$ cat src/rtl/cpu_debug_monitor_if.sv
// Board-side signal bundle for the CPU debug monitor: raw button/switches,
// probe inputs and the step/LED outputs. clk and rst stay outside.
interface cpu_debug_monitor_if #(
  parameter int DATA_W = 32,
  parameter int NUM_CH = 4,
  parameter int LED_W  = 8
);
  localparam int CH_W   = (NUM_CH > 1) ? $clog2(NUM_CH) : 1;
  localparam int BYTE_W = ((DATA_W / LED_W) > 1) ? $clog2(DATA_W / LED_W) : 1;

  logic                     Step_BTN;
  logic                     run_sw;
  logic                     hold_sw;
  logic [CH_W+BYTE_W-1:0]   sel;
  logic [NUM_CH*DATA_W-1:0] probe_bus;
  logic                     cpu_clk_en;
  logic [LED_W-1:0]         LED;
  logic [15:0]              step_count;

  // Board / top-level side: drives the raw controls and the probes.
  modport master (
    output Step_BTN, run_sw, hold_sw, sel, probe_bus,
    input  cpu_clk_en, LED, step_count
  );

  // Monitor side.
  modport slave (
    input  Step_BTN, run_sw, hold_sw, sel, probe_bus,
    output cpu_clk_en, LED, step_count
  );
endinterface

$ cat src/rtl/cpu_debug_monitor.sv
// Debug front end for the single-cycle CPU: debounced single-step or
// free-running step pulses, post-step probe snapshot and an LED slice mux.
module cpu_debug_monitor #(
  parameter int DATA_W     = 32,
  parameter int NUM_CH     = 4,
  parameter int LED_W      = 8,
  parameter int DEB_CYCLES = 1000000,
  parameter int RUN_DIV    = 50000000
) (
  input  logic               clk_100MHz,
  input  logic               rst,
  cpu_debug_monitor_if.slave mon
);
  localparam int NSLICE = DATA_W / LED_W;
  localparam int CH_W   = (NUM_CH > 1) ? $clog2(NUM_CH) : 1;
  localparam int BYTE_W = (NSLICE > 1) ? $clog2(NSLICE) : 1;
  localparam int CNT_W  = $clog2(DEB_CYCLES);
  localparam int DIV_W  = $clog2(RUN_DIV);

  // Slice select: zero for an out-of-range channel or slice index.
  function automatic logic [LED_W-1:0] pick_slice(
    input logic [NUM_CH*DATA_W-1:0] src,
    input logic [CH_W-1:0]          ch,
    input logic [BYTE_W-1:0]        sl
  );
    logic [LED_W-1:0] r;
    r = '0;
    for (int c = 0; c < NUM_CH; c++) begin
      for (int s = 0; s < NSLICE; s++) begin
        if (int'(ch) == c && int'(sl) == s) begin
          r = src[c*DATA_W + s*LED_W +: LED_W];
        end
      end
    end
    return r;
  endfunction

  logic                     btn_p0, btn_p1;
  logic                     run_p0, run_p1, run_p2;
  logic                     hold_p0, hold_p1;
  logic [1:0]               sync_fill;
  logic                     btn_block;
  logic [CNT_W-1:0]         deb_cnt;
  logic                     stable;
  logic [DIV_W-1:0]         div_cnt;
  logic                     cpu_clk_en_q;
  logic                     step_vld_p1;
  logic [15:0]              step_cnt;
  logic [NUM_CH*DATA_W-1:0] snap;
  logic [LED_W-1:0]         led_q;
  logic [LED_W-1:0]         led_nxt;

  logic deb_accept;
  logic step_rise;
  logic mode_chg;

  assign deb_accept = (btn_p1 != stable) && (deb_cnt == CNT_W'(DEB_CYCLES - 1));
  // A 0->1 acceptance is a step request unless the button was held through reset.
  assign step_rise  = deb_accept && btn_p1 && !btn_block;
  assign mode_chg   = (run_p1 != run_p2);

  assign mon.cpu_clk_en = cpu_clk_en_q;
  assign mon.LED        = led_q;
  assign mon.step_count = step_cnt;

  // Two-flop synchronisers for the raw button and switches.
  always_ff @(posedge clk_100MHz) begin
    if (rst) begin
      btn_p0  <= 1'b0;
      btn_p1  <= 1'b0;
      run_p0  <= 1'b0;
      run_p1  <= 1'b0;
      hold_p0 <= 1'b0;
      hold_p1 <= 1'b0;
    end else begin
      btn_p0  <= mon.Step_BTN;
      btn_p1  <= btn_p0;
      run_p0  <= mon.run_sw;
      run_p1  <= run_p0;
      hold_p0 <= mon.hold_sw;
      hold_p1 <= hold_p0;
    end
  end

  // Debouncer plus the held-through-reset lockout. The lockout flag only
  // gates the step request and is released once the synchroniser has refilled
  // with real samples showing the button up, so a marginal capture of the raw
  // level during reset just delays or skips one lockout.
  always_ff @(posedge clk_100MHz) begin
    if (rst) begin
      deb_cnt   <= '0;
      stable    <= 1'b0;
      sync_fill <= 2'b00;
      btn_block <= mon.Step_BTN;
    end else begin
      sync_fill <= {sync_fill[0], 1'b1};
      if (sync_fill[1] && !btn_p1 && !stable) begin
        btn_block <= 1'b0;
      end
      if (btn_p1 != stable) begin
        if (deb_accept) begin
          stable  <= btn_p1;
          deb_cnt <= '0;
        end else begin
          deb_cnt <= deb_cnt + 1'b1;
        end
      end else begin
        deb_cnt <= '0;
      end
    end
  end

  // Step pulse generation: debounced press in STEP mode, divider in RUN mode.
  always_ff @(posedge clk_100MHz) begin
    if (rst) begin
      run_p2       <= 1'b0;
      div_cnt      <= '0;
      cpu_clk_en_q <= 1'b0;
    end else begin
      run_p2 <= run_p1;
      if (mode_chg) begin
        div_cnt      <= '0;
        cpu_clk_en_q <= 1'b0;
      end else if (run_p1) begin
        cpu_clk_en_q <= (div_cnt == DIV_W'(RUN_DIV - 2));
        div_cnt      <= (div_cnt == DIV_W'(RUN_DIV - 1)) ? '0 : div_cnt + 1'b1;
      end else begin
        div_cnt      <= '0;
        cpu_clk_en_q <= step_rise;
      end
    end
  end

  // Step counter and post-step snapshot (one edge after the step edge).
  always_ff @(posedge clk_100MHz) begin
    if (rst) begin
      step_vld_p1 <= 1'b0;
      step_cnt    <= '0;
      snap        <= '0;
    end else begin
      step_vld_p1 <= cpu_clk_en_q;
      step_cnt    <= step_cnt + {15'd0, cpu_clk_en_q};
      if (step_vld_p1) begin
        snap <= mon.probe_bus;
      end
    end
  end

  // Combinational LED slice from snapshot or live probes.
  always_comb begin
    led_nxt = pick_slice(hold_p1 ? snap : mon.probe_bus,
                         mon.sel[CH_W+BYTE_W-1 -: CH_W],
                         mon.sel[BYTE_W-1:0]);
  end

  // Registered LED output.
  always_ff @(posedge clk_100MHz) begin
    if (rst) begin
      led_q <= '0;
    end else begin
      led_q <= led_nxt;
    end
  end
endmodule

$ cat src/flat_wrapper.sv
// flat-port wrapper written by rule: the top's interface ports become plain ports
module cpu_debug_monitor_flat 
#(
  parameter int DATA_W     = 32,
  parameter int NUM_CH     = 4,
  parameter int LED_W      = 8,
  parameter int DEB_CYCLES = 1000000,
  parameter int RUN_DIV    = 50000000
)
  (clk_100MHz, rst, mon_Step_BTN, mon_run_sw, mon_hold_sw, mon_sel, mon_probe_bus, mon_cpu_clk_en, mon_LED, mon_step_count);
  cpu_debug_monitor_if #(.DATA_W(DATA_W), .NUM_CH(NUM_CH), .LED_W(LED_W)) mon_i ();
  input  logic clk_100MHz;
  input  logic rst;
  input wire logic [$bits(mon_i.Step_BTN)-1:0] mon_Step_BTN;
  input wire logic [$bits(mon_i.run_sw)-1:0] mon_run_sw;
  input wire logic [$bits(mon_i.hold_sw)-1:0] mon_hold_sw;
  input wire logic [$bits(mon_i.sel)-1:0] mon_sel;
  input wire logic [$bits(mon_i.probe_bus)-1:0] mon_probe_bus;
  output wire logic [$bits(mon_i.cpu_clk_en)-1:0] mon_cpu_clk_en;
  output wire logic [$bits(mon_i.LED)-1:0] mon_LED;
  output wire logic [$bits(mon_i.step_count)-1:0] mon_step_count;
  assign mon_i.Step_BTN = mon_Step_BTN;
  assign mon_i.run_sw = mon_run_sw;
  assign mon_i.hold_sw = mon_hold_sw;
  assign mon_i.sel = mon_sel;
  assign mon_i.probe_bus = mon_probe_bus;
  assign mon_cpu_clk_en = mon_i.cpu_clk_en;
  assign mon_LED = mon_i.LED;
  assign mon_step_count = mon_i.step_count;
  cpu_debug_monitor #(.DATA_W(DATA_W), .NUM_CH(NUM_CH), .LED_W(LED_W), .DEB_CYCLES(DEB_CYCLES), .RUN_DIV(RUN_DIV)) u_core (.clk_100MHz(clk_100MHz), .rst(rst), .mon(mon_i));
endmodule
$ cat config.mk
export PLATFORM = sky130hd
export DESIGN_NAME = cpu_debug_monitor_flat
export DESIGN_NICKNAME = d
export VERILOG_FILES = /design/src/rtl/cpu_debug_monitor_if.sv /design/src/rtl/cpu_debug_monitor.sv /design/src/flat_wrapper.sv
export SDC_FILE = /design/constraint.sdc
export NUM_CORES = 1
export LEC_CHECK = 0
export CAP_MARGIN = 20
export CORE_UTILIZATION = 58
export CTS_CLUSTER_SIZE = 28
export DETAILED_ROUTE_END_ITERATION = 12
export PLACE_DENSITY = 0.88
export SYNTH_ARGS = -nofsm -noshare
export SYNTH_HDL_FRONTEND = slang
export SYNTH_SLANG_ARGS = --single-unit
$ cat constraint.sdc
create_clock -name clk_100MHz -period 4.7 [get_ports clk_100MHz]
set_clock_uncertainty 0.2 [all_clocks]
set_input_delay 0.94 -clock clk_100MHz [delete_from_list [all_inputs] [get_ports clk_100MHz]]
set_output_delay 0.94 -clock clk_100MHz [all_outputs]
set_load 0.02 [all_outputs]
==> impl_metrics.csv <==
group,metric,value,unit
outcome,status,"complete, no violations",
place,place.detailed.hpwl,18200,um
timing,final.setup.worst_slack,1630,ps
route,detail_route.vias_per_cell,6.02,
logic_synthesis,synth_area_leader_cell,"sky130_fd_sc_hd__dfxtp_1",
timing,period_minus_slack,3070,ps
critical_path,data_arrival_critical_path,3300,ps
clock_network,cts-hold-fix-buffers,0,
clock_network,cts.root.buffer_cell,"sky130_fd_sc_hd__clkbuf_16",
logic_synthesis,sequential_area_share_after_synthesis,0.414,
route,drcViolationCount,0,
route,routed-via-count,8369,
global_route,antenna_violations_before_repair,0,
critical_path,worstPathCellList,"clkdlybuf4s50_1, or4b_1, o22ai_1, nor2_1, a32o_1, a21oi_1",
layout,fin_util,0.734,
clock_network,ctsLongestPathBuffers,3,
hold_path,worst_min_delay_path_category,"register to register",
critical_path,worst-path-stages,6,
place,gp_routability_congestion,0.896,
floorplanning,placementRows,48,
logic_synthesis,postSynthAreaPerCell,9.95,um^2
logic_synthesis,ys.warnings.count,0,
timing,slew-limit-headroom,0.356,
pwr,p_leak,4.17,nW
global_route,globalRouteTotalUtil,0.289,
pwr,ir_drop,0.000319,V
critical_path,crit_path_start_kind,"input port",
global_route,grt_pass1_wl,41700,um
floorplanning,core-area,17200,um^2
timing,final-max-slew-violation-count,0,
critical_path,timing.reg2reg.worst_path_depth,5,
floorplanning,floorplan.initialDensity,0.594,
clock_network,clock_tree.htree_level_count,1,
logic_synthesis,post_synth_main_area_contributors,"sky130_fd_sc_hd__dfxtp_1 (41%), sky130_fd_sc_hd__mux2i_1 (20%), sky130_fd_sc_hd__nor2_1 (7.3%)",
floorplanning,die_height,135,um
logic_synthesis,synth-edff-count,1,
critical_path,timing.critical_path.max_delay_family,"simple AND/OR/NAND/NOR gates",
floorplanning,die_area,18200,um^2
route,number_of_nets_with_antenna_violations_after_detailed_routing,0,
layout,num_antenna_cells,0,
critical_path,cpMaxStageDelayCell,"sky130_fd_sc_hd__clkdlybuf4s50_1",
critical_path,worst-path-buf-inv,1,
layout,fillerInstances,1193,
layout,post_route_cells_drive_above_1_share,0.0747,
layout,final_cell_count_no_fill,1390,
clock_network,clock_sinks,211,
clock_network,post_cts_resize_count,0,
logic_synthesis,syn-cell-area,10200,um^2
logic_synthesis,post_syn_instances,1029,
place,dpl.cell_count,1350,
logic_synthesis,netlist-cell-type-count,46,
critical_path,largest_incremental_delay_on_the_critical_path,810,ps
timing,clock.fmax,326,MHz
route,drt-initial-drc-count,721,
route,first_pass_iters,5,
hold_path,hold_depth,1,
logic_synthesis,netlist_top_cells_count,"sky130_fd_sc_hd__dfxtp_1 (210), sky130_fd_sc_hd__mux2i_1 (201), sky130_fd_sc_hd__nor2_1 (200)",
logic_synthesis,synthDominantCellAreaShare,0.411,
global_route,globalRoute.totalOverflow,0,
timing,tns,0,ps
logic_synthesis,leading_cell_type_by_number_of_instances_after_synthesis,"sky130_fd_sc_hd__dfxtp_1",
timing,worst_slew_pin_slew,966,ps
global_route,vias_in_the_first_global_route,8225,
pwr,totalPowerFinal,4.02,mW
logic_synthesis,yosys_most_used_dff,"sky130_fd_sc_hd__dfxtp_1",
critical_path,worst_ep_required_time,4930,ps
pwr,power_density_over_the_cells,318,nW/um^2
floorplanning,die_x,135,um
timing,hold_violations,0,
place,portBuffers,161,
clock_network,tritoncts,"built",
clock_network,clock_buffers_created_by_tritoncts,22,
critical_path,setup.worst_path.class,"input port to register",
critical_path,crit_path_end_kind,"register",
critical_path,cp_max_fo,18,
logic_synthesis,proportion_of_register_bits_with_asynchronous_set_or_reset_after_synthesis,0,
route,detail_route.wirelength,26400,um
route,route.detailed.wl_per_inst,19.0,um
layout,area_growth,23.6,%
run,timing.max_cap.violations,0,
timing,setup_repair_after_global_routing_missed_its_margin,"no",
timing,setup_violations,0,
clock_network,clk-insertion-delay-late,500,ps
clock_network,cts_clock_pin_slew_for_the_worst_setup_and_hold_paths,60,ps
layout,fin_nets,1292,
place,dpl_worst_slack,1170,ps
timing,period_share,0.654,
floorplanning,boundaryPins,162,
logic_synthesis,ys_seq_elements,211,
logic_synthesis,postSynthNetCount,1171,
clock_network,cts.repair_timing.setup_buffer_count,0,
global_route,largest_net_degree_at_the_start_of_global_routing,84,
-- final timing paths --
path | startpoint | end | slack (ps)
worst min register to register | u_core.btn_p0$_SDFF_PP0_ | u_core.btn_p1$_SDFF_PP0_ | 240
worst max-delay path | mon_sel[1] | u_core.mon.LED[4]$_SDFF_PP0_ | 1630
worst max register to register | u_core.deb_cnt[16]$_SDFF_PP0_ | u_core.deb_cnt[13]$_SDFF_PP0_ | 2260
worst min-delay path | u_core.btn_p0$_SDFF_PP0_ | u_core.btn_p1$_SDFF_PP0_ | 240
-- cells in the final DEF, fill, tap and decap left out, types with 9 or more instances in the layout --
cell type / n
sky130_fd_sc_hd__mux2i_1: 201
sky130_fd_sc_hd__xnor2_1: 19
sky130_fd_sc_hd__nand2b_1: 10
sky130_fd_sc_hd__nor2b_1: 21
sky130_fd_sc_hd__clkdlybuf4s50_1: 159
sky130_fd_sc_hd__xor2_1: 38
sky130_fd_sc_hd__and3_1: 11
sky130_fd_sc_hd__nor2_1: 200
sky130_fd_sc_hd__a31oi_1: 9
sky130_fd_sc_hd__o22ai_1: 40
sky130_fd_sc_hd__dfxtp_1: 208
sky130_fd_sc_hd__nand4_1: 16
sky130_fd_sc_hd__nand3_1: 27
sky130_fd_sc_hd__nand2_1: 27
sky130_fd_sc_hd__mux4_2: 32
sky130_fd_sc_hd__clkbuf_16: 23
-- kinds of logic after synthesis --
family                     synth area share
muxes                                 0.267
adders and majority gates           0.00611
DFF                                   0.414
and+or+nand+nor                       0.164
AOI/OAI and AO/OA                    0.0626
buffers and inverters                0.0373
xor gates and xnor gates             0.0488
-- report_power, final --
| group | total [mW] | switching, mW | internal (mW) |
|---|---|---|---|
| clock | 1.82 | 0.712 | 1.11 |
| sequential | 1.81 | 0.0111 | 1.80 |
| combinational | 0.389 | 0.181 | 0.208 |
-- flip-flops by register name (all words and copies together) (netlist names), 2 cells and up --
signal / cells
u_core.snap: 128
u_core.div_cnt: 26
u_core.deb_cnt: 20
u_core.mon.step_count: 16
u_core.mon.LED: 8
u_core.sync_fill: 2
-- per-stage QoR --
step	hold WS [ps]	instance area [um^2]
3_5_place_dp	230	11900
3_3_place_gp	218	11900
5_1_grt	262	12700
4_1_cts	244	12600
2_1_floorplan	214	10200
6_report	242	12700
-- layer usage --
layer / track usage / wire length (um) / vias to the layer above
met4: 0.124 / 1180 / 0
met5: 0 / 0 / -
li1: - / - / 3939
met2: 0.487 / 12600 / 338
met1: 0.364 / 10800 / 4009
met3: 0.0522 / 1880 / 83
-- layout make-up --
| type | instances | area [um^2] | area share |
|---|---|---|---|
| Multi-Input combinational cell | 738 | 5620 | 0.444 |
| Sequential cell | 211 | 4240 | 0.335 |
| Timing Repair Buffer | 171 | 1720 | 0.136 |
| Clock buffer | 33 | 683 | 0.0540 |
| Tap cell | 225 | 282 | 0.0223 |
| Clock inverter | 6 | 80.1 | 0.00633 |
| Inverter | 6 | 22.5 | 0.00178 |
(Power assumes the default switching activity.)
